## src/rtl/wb_arbiter_pkg.sv

```systemverilog
// Shared widths, source indices and helpers for the register-file write-back arbiter.
// Source index order doubles as the fixed tie-break priority.
package wb_arbiter_pkg;

  localparam int unsigned RegBusW  = 32;
  localparam int unsigned RegAddrW = 5;

  typedef logic [RegBusW-1:0]  reg_bus_t;
  typedef logic [RegAddrW-1:0] reg_addr_t;
  typedef logic [3:0]          wait_cnt_t;

  localparam logic WriteEnable = 1'b1;
  localparam logic RstEnable   = 1'b1;

  localparam int unsigned SrcMem = 0;
  localparam int unsigned SrcEx  = 1;
  localparam int unsigned SrcDiv = 2;
  localparam int unsigned SrcNum = 3;

  // Lowest set bit wins, i.e. MEM > EX > DIV.
  function automatic logic [SrcNum-1:0] pick_first(input logic [SrcNum-1:0] req);
    return req & (~req + {{(SrcNum-1){1'b0}}, 1'b1});
  endfunction

endpackage

```

## src/rtl/wb_slot.sv

```systemverilog
// One-entry holding buffer for a write-back source, with a saturating starvation counter.
module wb_slot
  import wb_arbiter_pkg::*;
#(
  parameter int unsigned STARVE_LIMIT = 4
) (
  input  logic      clk_i,
  input  logic      rst_i,
  input  logic      load_i,
  input  logic      grant_i,
  input  reg_addr_t waddr_i,
  input  reg_bus_t  wdata_i,
  output logic      occ_o,
  output logic      urgent_o,
  output reg_addr_t waddr_o,
  output reg_bus_t  wdata_o
);

  localparam wait_cnt_t Limit = wait_cnt_t'(STARVE_LIMIT);

  logic      occ_q, occ_d;
  reg_addr_t waddr_q, waddr_d;
  reg_bus_t  wdata_q, wdata_d;
  wait_cnt_t cnt_q, cnt_d;

  // A refill on the grant edge wins over the free and starts a fresh wait.
  always_comb begin
    occ_d   = occ_q;
    waddr_d = waddr_q;
    wdata_d = wdata_q;
    cnt_d   = cnt_q;
    if (load_i) begin
      occ_d   = 1'b1;
      waddr_d = waddr_i;
      wdata_d = wdata_i;
      cnt_d   = '0;
    end else if (grant_i || !occ_q) begin
      occ_d = 1'b0;
      cnt_d = '0;
    end else if (cnt_q != Limit) begin
      cnt_d = cnt_q + wait_cnt_t'(1);
    end
  end

  always_ff @(posedge clk_i) begin
    if (rst_i == RstEnable) begin
      occ_q   <= 1'b0;
      waddr_q <= '0;
      wdata_q <= '0;
      cnt_q   <= '0;
    end else begin
      occ_q   <= occ_d;
      waddr_q <= waddr_d;
      wdata_q <= wdata_d;
      cnt_q   <= cnt_d;
    end
  end

  assign occ_o    = occ_q;
  assign urgent_o = occ_q && (cnt_q == Limit);
  assign waddr_o  = waddr_q;
  assign wdata_o  = wdata_q;

endmodule

```

## src/rtl/wb_arbiter.sv

```systemverilog
// Arbitrates MEM/EX/DIV writes onto the single register-file write port, with WAW
// ordering holds and pending-write queries for decode stalls.
module wb_arbiter
  import wb_arbiter_pkg::*;
#(
  parameter int unsigned STARVE_LIMIT = 4,
  parameter int unsigned SRC_NUM      = SrcNum
) (
  input  logic      clk,
  input  logic      rst,
  input  logic      mem_valid,
  input  reg_addr_t mem_waddr,
  input  reg_bus_t  mem_wdata,
  output logic      mem_ready,
  input  logic      ex_valid,
  input  reg_addr_t ex_waddr,
  input  reg_bus_t  ex_wdata,
  output logic      ex_ready,
  input  logic      div_valid,
  input  reg_addr_t div_waddr,
  input  reg_bus_t  div_wdata,
  output logic      div_ready,
  output logic      wb_we,
  output reg_addr_t wb_waddr,
  output reg_bus_t  wb_wdata,
  input  reg_addr_t q_addr_1,
  input  reg_addr_t q_addr_2,
  output logic      q_hit_1,
  output logic      q_hit_2
);

  logic [SRC_NUM-1:0] src_valid, ready, xfer, load, hold;
  logic [SRC_NUM-1:0] occ, urgent, urgent_occ, grant;
  reg_addr_t          src_waddr  [SRC_NUM];
  reg_bus_t           src_wdata  [SRC_NUM];
  reg_addr_t          slot_waddr [SRC_NUM];
  reg_bus_t           slot_wdata [SRC_NUM];

  logic      we_q, we_d;
  reg_addr_t waddr_q, waddr_d, gnt_waddr;
  reg_bus_t  wdata_q, wdata_d, gnt_wdata;

  assign src_valid         = {div_valid, ex_valid, mem_valid};
  assign src_waddr[SrcMem] = mem_waddr;
  assign src_waddr[SrcEx]  = ex_waddr;
  assign src_waddr[SrcDiv] = div_waddr;
  assign src_wdata[SrcMem] = mem_wdata;
  assign src_wdata[SrcEx]  = ex_wdata;
  assign src_wdata[SrcDiv] = div_wdata;

  for (genvar i = 0; i < SRC_NUM; i++) begin : g_slot
    wb_slot #(
      .STARVE_LIMIT(STARVE_LIMIT)
    ) u_slot (
      .clk_i    (clk),
      .rst_i    (rst),
      .load_i   (load[i]),
      .grant_i  (grant[i]),
      .waddr_i  (src_waddr[i]),
      .wdata_i  (src_wdata[i]),
      .occ_o    (occ[i]),
      .urgent_o (urgent[i]),
      .waddr_o  (slot_waddr[i]),
      .wdata_o  (slot_wdata[i])
    );
  end

  assign urgent_occ = occ & urgent;
  assign grant      = (|urgent_occ) ? pick_first(urgent_occ) : pick_first(occ);

  // Sources are resolved in priority order so a lower source sees higher transfers.
  always_comb begin
    ready = '0;
    xfer  = '0;
    load  = '0;
    hold  = '0;
    for (int i = 0; i < SRC_NUM; i++) begin
      if (src_waddr[i] != '0) begin
        for (int j = 0; j < SRC_NUM; j++) begin
          if (j != i && occ[j] && !grant[j] && slot_waddr[j] == src_waddr[i]) hold[i] = 1'b1;
          if (j < i && xfer[j] && src_waddr[j] == src_waddr[i]) hold[i] = 1'b1;
        end
      end
      ready[i] = (rst != RstEnable) && (!occ[i] || grant[i]) && !hold[i];
      xfer[i]  = src_valid[i] && ready[i];
      load[i]  = xfer[i] && (src_waddr[i] != '0);
    end
  end

  assign mem_ready = ready[SrcMem];
  assign ex_ready  = ready[SrcEx];
  assign div_ready = ready[SrcDiv];

  always_comb begin
    q_hit_1 = we_q && (waddr_q == q_addr_1);
    q_hit_2 = we_q && (waddr_q == q_addr_2);
    for (int i = 0; i < SRC_NUM; i++) begin
      if (occ[i] && slot_waddr[i] == q_addr_1) q_hit_1 = 1'b1;
      if (occ[i] && slot_waddr[i] == q_addr_2) q_hit_2 = 1'b1;
    end
    if (q_addr_1 == '0) q_hit_1 = 1'b0;
    if (q_addr_2 == '0) q_hit_2 = 1'b0;
  end

  always_comb begin
    gnt_waddr = '0;
    gnt_wdata = '0;
    for (int i = 0; i < SRC_NUM; i++) begin
      if (grant[i]) begin
        gnt_waddr = slot_waddr[i];
        gnt_wdata = slot_wdata[i];
      end
    end
    we_d    = (|grant) ? WriteEnable : ~WriteEnable;
    waddr_d = (|grant) ? gnt_waddr : waddr_q;
    wdata_d = (|grant) ? gnt_wdata : wdata_q;
  end

  always_ff @(posedge clk) begin
    if (rst == RstEnable) begin
      we_q    <= 1'b0;
      waddr_q <= '0;
      wdata_q <= '0;
    end else begin
      we_q    <= we_d;
      waddr_q <= waddr_d;
      wdata_q <= wdata_d;
    end
  end

  assign wb_we    = we_q;
  assign wb_waddr = waddr_q;
  assign wb_wdata = wdata_q;

endmodule

```

## config.mk

```make
export PLATFORM = sky130hd
export DESIGN_NAME = wb_arbiter
export DESIGN_NICKNAME = d
export VERILOG_FILES = /design/src/rtl/wb_arbiter_pkg.sv /design/src/rtl/wb_slot.sv /design/src/rtl/wb_arbiter.sv
export SDC_FILE = /design/constraint.sdc
export NUM_CORES = 1
export LEC_CHECK = 0
export BUFFER_PORTS_ARGS = -buffer_cell sky130_fd_sc_hd__buf_2
export CELL_PAD_IN_SITES_DETAIL_PLACEMENT = 0
export CELL_PAD_IN_SITES_GLOBAL_PLACEMENT = 1
export CORE_MARGIN = 1
export CORE_UTILIZATION = 44
export CTS_CLUSTER_SIZE = 8
export DETAILED_ROUTE_END_ITERATION = 10
export GPL_ROUTABILITY_DRIVEN = 0
export PLACE_DENSITY = 0.91
export SLEW_MARGIN = 20
export SYNTH_ARGS = -nofsm -noshare
export SYNTH_HDL_FRONTEND = slang
export SYNTH_HIERARCHICAL = 1
export SYNTH_SLANG_ARGS = --single-unit
```

## constraint.sdc

```tcl
create_clock -name clk -period 10.2 [get_ports clk]
set_clock_uncertainty 0.2 [all_clocks]
set_input_delay 0.51 -clock clk [delete_from_list [all_inputs] [get_ports clk]]
set_output_delay 0.51 -clock clk [all_outputs]
set_load 0.01 [all_outputs]
```

# == Yosys cells after proc, flatten, opt, wreduce, memory -nomap -nowiden ==
# Index checks and enable logic that the tools add are counted.
# classes
n_addsub,5
n_mul,0
n_div,0
n_lt_le_gt_ge,0
eq_ne,23
shift,0
mux,34
n_bitwise,6
n_reduce_logical,60
# op_table
op,count
$mux 32,3
$eq 5x5->1,17
$logic_and 1x1->1,35
$mux 1,27
$mux 5,3
$reduce_bool 5->1,3
$reduce_or 3->1,5
$add 4x1->4 const B,3
$eq 4x3->1 const B,3
$ne 4x3->1 const B,3
$logic_not 5->1,2
$and 3x3->3,3
$logic_not 1->1,9
$add 3x1->3 const B,2
$not 3->3,2
$reduce_bool 2->1,3
$logic_or 1x1->1,3
$mux 3,1
$not 1->1,1
# word_totals
ff_bits,164
latch_bits,0
ram_bits,0
rom_bits,0
in_bits,126
output_inout_bits,43
wordCells,143
mem_count,0

# == Longest topological paths before layout ==
# depth
word_depth,31
depth_mapped,15
mapped_depth_nobuf,14

# == Modules after synthesis ==
# Netlist, hierarchy kept.
# modules_own_cells
mod,n_inst,cells_per_inst,area_each_um2,seq_area_each_um2
wb_slot,3,146,1532.7,840.8
wb_arbiter,1,422,3215.6,760.7

# == Least setup slack after synthesis ==
# Ideal clock, no wire load.
# synth_path
path_kind,reg2reg
startpoint,register g_slot[1].u_slot.cnt_q[0]
endpoint,register g_slot[2].u_slot.cnt_q[2]
setup_ns,0.058
t_arrival_ns,3.062
t_required_ns,9.942
path_slack_ns,6.881
stages_incl_launch_ff,15
path_buffers,0
synth_period_minus_slack_ns,3.319
cell_sequence,dfxtp_1 -> inv_1 -> ha_1 -> nand3b_1 -> nor2_1 -> and4b_1 -> a31o_2 -> nand4_1 -> a21oi_2 -> or4b_4 -> o221ai_2 -> nor2_1 -> or4b_4 -> a31oi_1 -> o21a_1
# synth_between
elab_chain_cells,31
elab_cells_between_ends,52
cone_classes,add/sub: 1; eq/ne: 1; mux: 13; bitwise: 3; reduce/logical: 34
# synth_rtl
item,line_no,rtl
from (decl),wb_slot.sv:24,"wait_cnt_t cnt_q, cnt_d;"
from (signal assigned),wb_slot.sv:55,cnt_q <= cnt_d;
$eq 4x3->1 (*),wb_slot.sv:60,assign urgent_o = occ_q && (cnt_q == Limit);
$logic_and 1x1->1 (*),wb_slot.sv:60,
named net urgent[1],wb_arbiter.sv:33,"logic [SRC_NUM-1:0] occ, urgent, urgent_occ, grant;"
$and 3x3->3 (*),wb_arbiter.sv:68,assign urgent_occ = occ & urgent;
$not 3->3,wb_arbiter_pkg.sv:22,"return req & (~req + {{(SrcNum-1){1'b0}}, 1'b1});"
$add 3x1->3,wb_arbiter_pkg.sv:22,
$and 3x3->3,wb_arbiter_pkg.sv:22,
$mux 3 (*),wb_arbiter.sv:69,assign grant = (|urgent_occ) ? pick_first(urgent_occ) : pick_first(occ);
(+17 left out),--,
$mux 1,wb_arbiter.sv:81,if (j < i && xfer[j] && src_waddr[j] == src_waddr[i]) hold[i] = 1'b1;
$mux 1,wb_arbiter.sv:78,if (src_waddr[i] != '0) begin
$logic_not 1->1,wb_arbiter.sv:84,ready[i] = (rst != RstEnable) && (!occ[i] || grant[i]) && !hold[i];
$logic_and 1x1->1 (*),wb_arbiter.sv:84,
$logic_and 1x1->1 (*),wb_arbiter.sv:85,xfer[i] = src_valid[i] && ready[i];
$logic_and 1x1->1 (*),wb_arbiter.sv:86,load[i] = xfer[i] && (src_waddr[i] != '0);
named net load[2],wb_arbiter.sv:32,"logic [SRC_NUM-1:0] src_valid, ready, xfer, load, hold;"
$reduce_or 3->1 (no source line) (*),--,
to (signal assigned),wb_slot.sv:55,
to (decl),wb_slot.sv:24,
# The timed path passes the listed nets; every way through them passes the cells marked *.
# A chain may end at the register's enable or synchronous reset.

# == Worst setup path in the final report ==
# Same ends and word-level chain as after synthesis.

==> run metrics <==
leakage component of the power 4.01 nW; number of different library cells in the post-synthesis netlist 48; # DRC 0; Slew Limit Headroom 29.2%; dominant cell type by area after synthesis dfxtp_1; cells taking the most area after synthesis dfxtp_1, mux2i_1, nor2_1; Final Hold Violating Endpoints 0; crit start category register; synthesized flop and latch total 164; Cell Count, Final, Fillers Out 1,201; CTS tree done; area of combinational cells with multiple inputs 4100 um2; CP cell instances inv_1, ha_1, nand3b_1, nor2_1, and4b_1, a31o_2, nand4_1, a21oi_2, or4b_4, o221ai_2, nor2_4, buf_4, or4b_4, a31oi_1, o21a_1; CTS hold repair buffers 0; Bufs on Longest Clock Path 2; yosys synthesis warning count 6; number of setup buffers added after CTS 0; CP max FO 39; floorplan row count 48; result of the run finished clean; Filler Cell Count 1,618; leading cell types by count after synthesis nor2_1, dfxtp_1, mux2i_1; placed instance count 1,169; fraction of final layout cells sized beyond drive strength 1 22.6%; unrepaired setup endpoints after global routing no; sum of negative setup slack 0 ns; CTS Root Cell clkbuf_16; post-layout instance area 9260 um2; post-DP HPWL 13.0 mm; CTS H-Tree Depth 4; leftover overflow at the end of global routing 0; total via count in the routed design 6,454; share of the core filled with cells in the final layout 53.6%; GRT Total Usage 23.1%; minimum clock period after layout 4.07 ns; routed wirelength normalized by instance count 17.0 um; peak clock frequency supported by timing 246 MHz; power after layout 1.67 mW; proportion of netlist area held by the largest area contributor 42.0%; Avg Inst Size Synth 9.09 um2; total CTS buffers 17; Required @ worst endpoint 10.36 ns; sequential cell area 3280 um2; worst ir drop on vdd 0.000117 V; element type at the critical path end register; count of cells resized by post-cts repair 0; Primary FF master, synth dfxtp_1; asr flop ratio synth 0%; instance area after placement 8610 um2; Data arrival, critical path 4.23 ns; Final period util 39.9%; I/O pins 169; first-pass GRT wire length 32.9 mm; worst hold margin 0.127 ns; Net count, final 1,095; number of antenna violations at the first check in global routing 2; number of maximum-capacitance constraint violations 0; Sink Count 164; highest cell delay on the worst timing path 0.64 ns; post-synthesis net count 992; Die Height 135 um; final count of negative-setup-slack endpoints 0; post-synthesis cell area 7810 um2; number of violations reported at the end of detailed-routing iteration 0 359; Final WS setup 6.13 ns; area growth from synthesis to layout 18.5%; number of global-route vias before repair 6,365; Clock Latency Late Sink 0.42 ns; post-synthesis cell count 860; Die W 135 um; core footprint 17,300 um2; most common cell in the synthesized netlist nor2_1; Antenna Nets Post-Route 0; minimum setup slack after placement 6.17 ns; Final Max Slew Viols 0; share of synthesized area occupied by flip-flops and latches 42.0%; per-cell via count in the routed design 5.37; Port Buf Inserts 168; EDFF count, synth 0; PwrDens 180 nW/um2; number of search-and-repair iterations in the first detailed-routing pass 5; initial cell density of the core 45.2%; area enclosed by the die boundary 18,300 um2; library cell contributing the largest single delay on the critical path or4b_4; clock transition at the register clock pins on the worst setup and hold paths after CTS 0.06 ns; final WL 20.4 mm; WS Path Type reg -> reg; worst min-delay path category in -> reg; pin count of the biggest net entering global routing 96; crit-path most repeated cell or4b_4; Worst Tran Pin Value 1.06 ns
-- flip-flops by register name (all words and copies together), names as in the netlist --
register / cells
g_slot.u_slot/cnt_q: 12
g_slot.u_slot/occ_o: 3
g_slot.u_slot/waddr_o: 15
g_slot.u_slot/wdata_o: 96
wb_waddr: 5
wb_wdata: 32
wb_we: 1
-- power breakdown --
group	total [mW]	internal, mW	switching (mW)	leakage (nW)
clock	0.689	0.442	0.247	0.309
sequential	0.718	0.683	0.0349	1.34
combinational	0.264	0.115	0.148	2.36
-- metal layers --
metal / track usage (%) / vias to the layer above / wire length, um
li1: - / 3156 / -
met1: 29.9 / 3063 / 9080
met2: 38.0 / 216 / 9680
met3: 5.61 / 17 / 1460
met4: 6.43 / 2 / 192
met5: 0 / - / 10
-- cell usage in the layout, fill, tap and decap left out, types with 5 or more instances in the layout --
master	netlist	layout
a21oi_1	41	41
a221o_1	37	37
buf_2	15	167
buf_4	10	8
clkbuf_16	0	17
clkbuf_8	0	5
dfxtp_1	164	164
ha_1	6	6
inv_1	15	15
mux2i_1	117	117
nand3_1	17	17
nor2_1	173	170
nor2_4	1	5
nor3_1	44	43
nor4_1	13	13
o21a_1	5	5
xnor2_1	32	32
xor2_1	56	56
-- final timing paths --
kind                                                 from                     endpoint  slack [ns]  cells after the start
worst min register to register               wb_wdata[20]                 wb_wdata[20]        0.29                      2
worst min-delay path                         mem_wdata[2]  g_slot[0].u_slot/wdata_o[2]        0.13                      3
worst max register to register  g_slot[1].u_slot/cnt_q[0]    g_slot[2].u_slot/cnt_q[2]        6.13                     15
worst max-delay path            g_slot[1].u_slot/cnt_q[0]    g_slot[2].u_slot/cnt_q[2]        6.13                     15
-- kinds of logic (layout without fill, tap and decap cells) --
| group | Yosys count | count (layout) | share of synthesized area [%] |
|---|---|---|---|
| buffers and inverters | 106 | 221 | 6.12 |
| AOI/OAI and AO/OA | 98 | 98 | 9.43 |
| DFF | 164 | 164 | 42.0 |
| adders and majority gates | 6 | 6 | 0.961 |
| xor gates and xnor gates | 88 | 88 | 9.86 |
| and+or+nand+nor | 281 | 281 | 16.6 |
| muxes | 117 | 117 | 15.0 |
| other | 0 | 1 | 0 |
-- final cells by class --
cell class / instances / share of cell area, %
diodes: 1 / 0.0270
clock buffers: 24 / 5.42
well taps: 225 / 3.04
clock inverters: 7 / 1.55
repair buffers: 175 / 9.67
inverters: 15 / 0.608
flip-flops and latches: 164 / 35.4
multi-input cells: 590 / 44.2
-- critical path, delay by kind of cell, from the launching register on --
| kind | cells | cell delay, ns |
|---|---|---|
| AND/OR/NAND/NOR | 7 | 2.01 |
| buffers and inverters | 2 | 0.41 |
| AO/OA/AOI/OAI | 5 | 0.84 |
| adder cells (fa/ha/maj) | 1 | 0.20 |
| flip-flops | 1 | 0.34 |
Power figures use the tool's default switching activity.
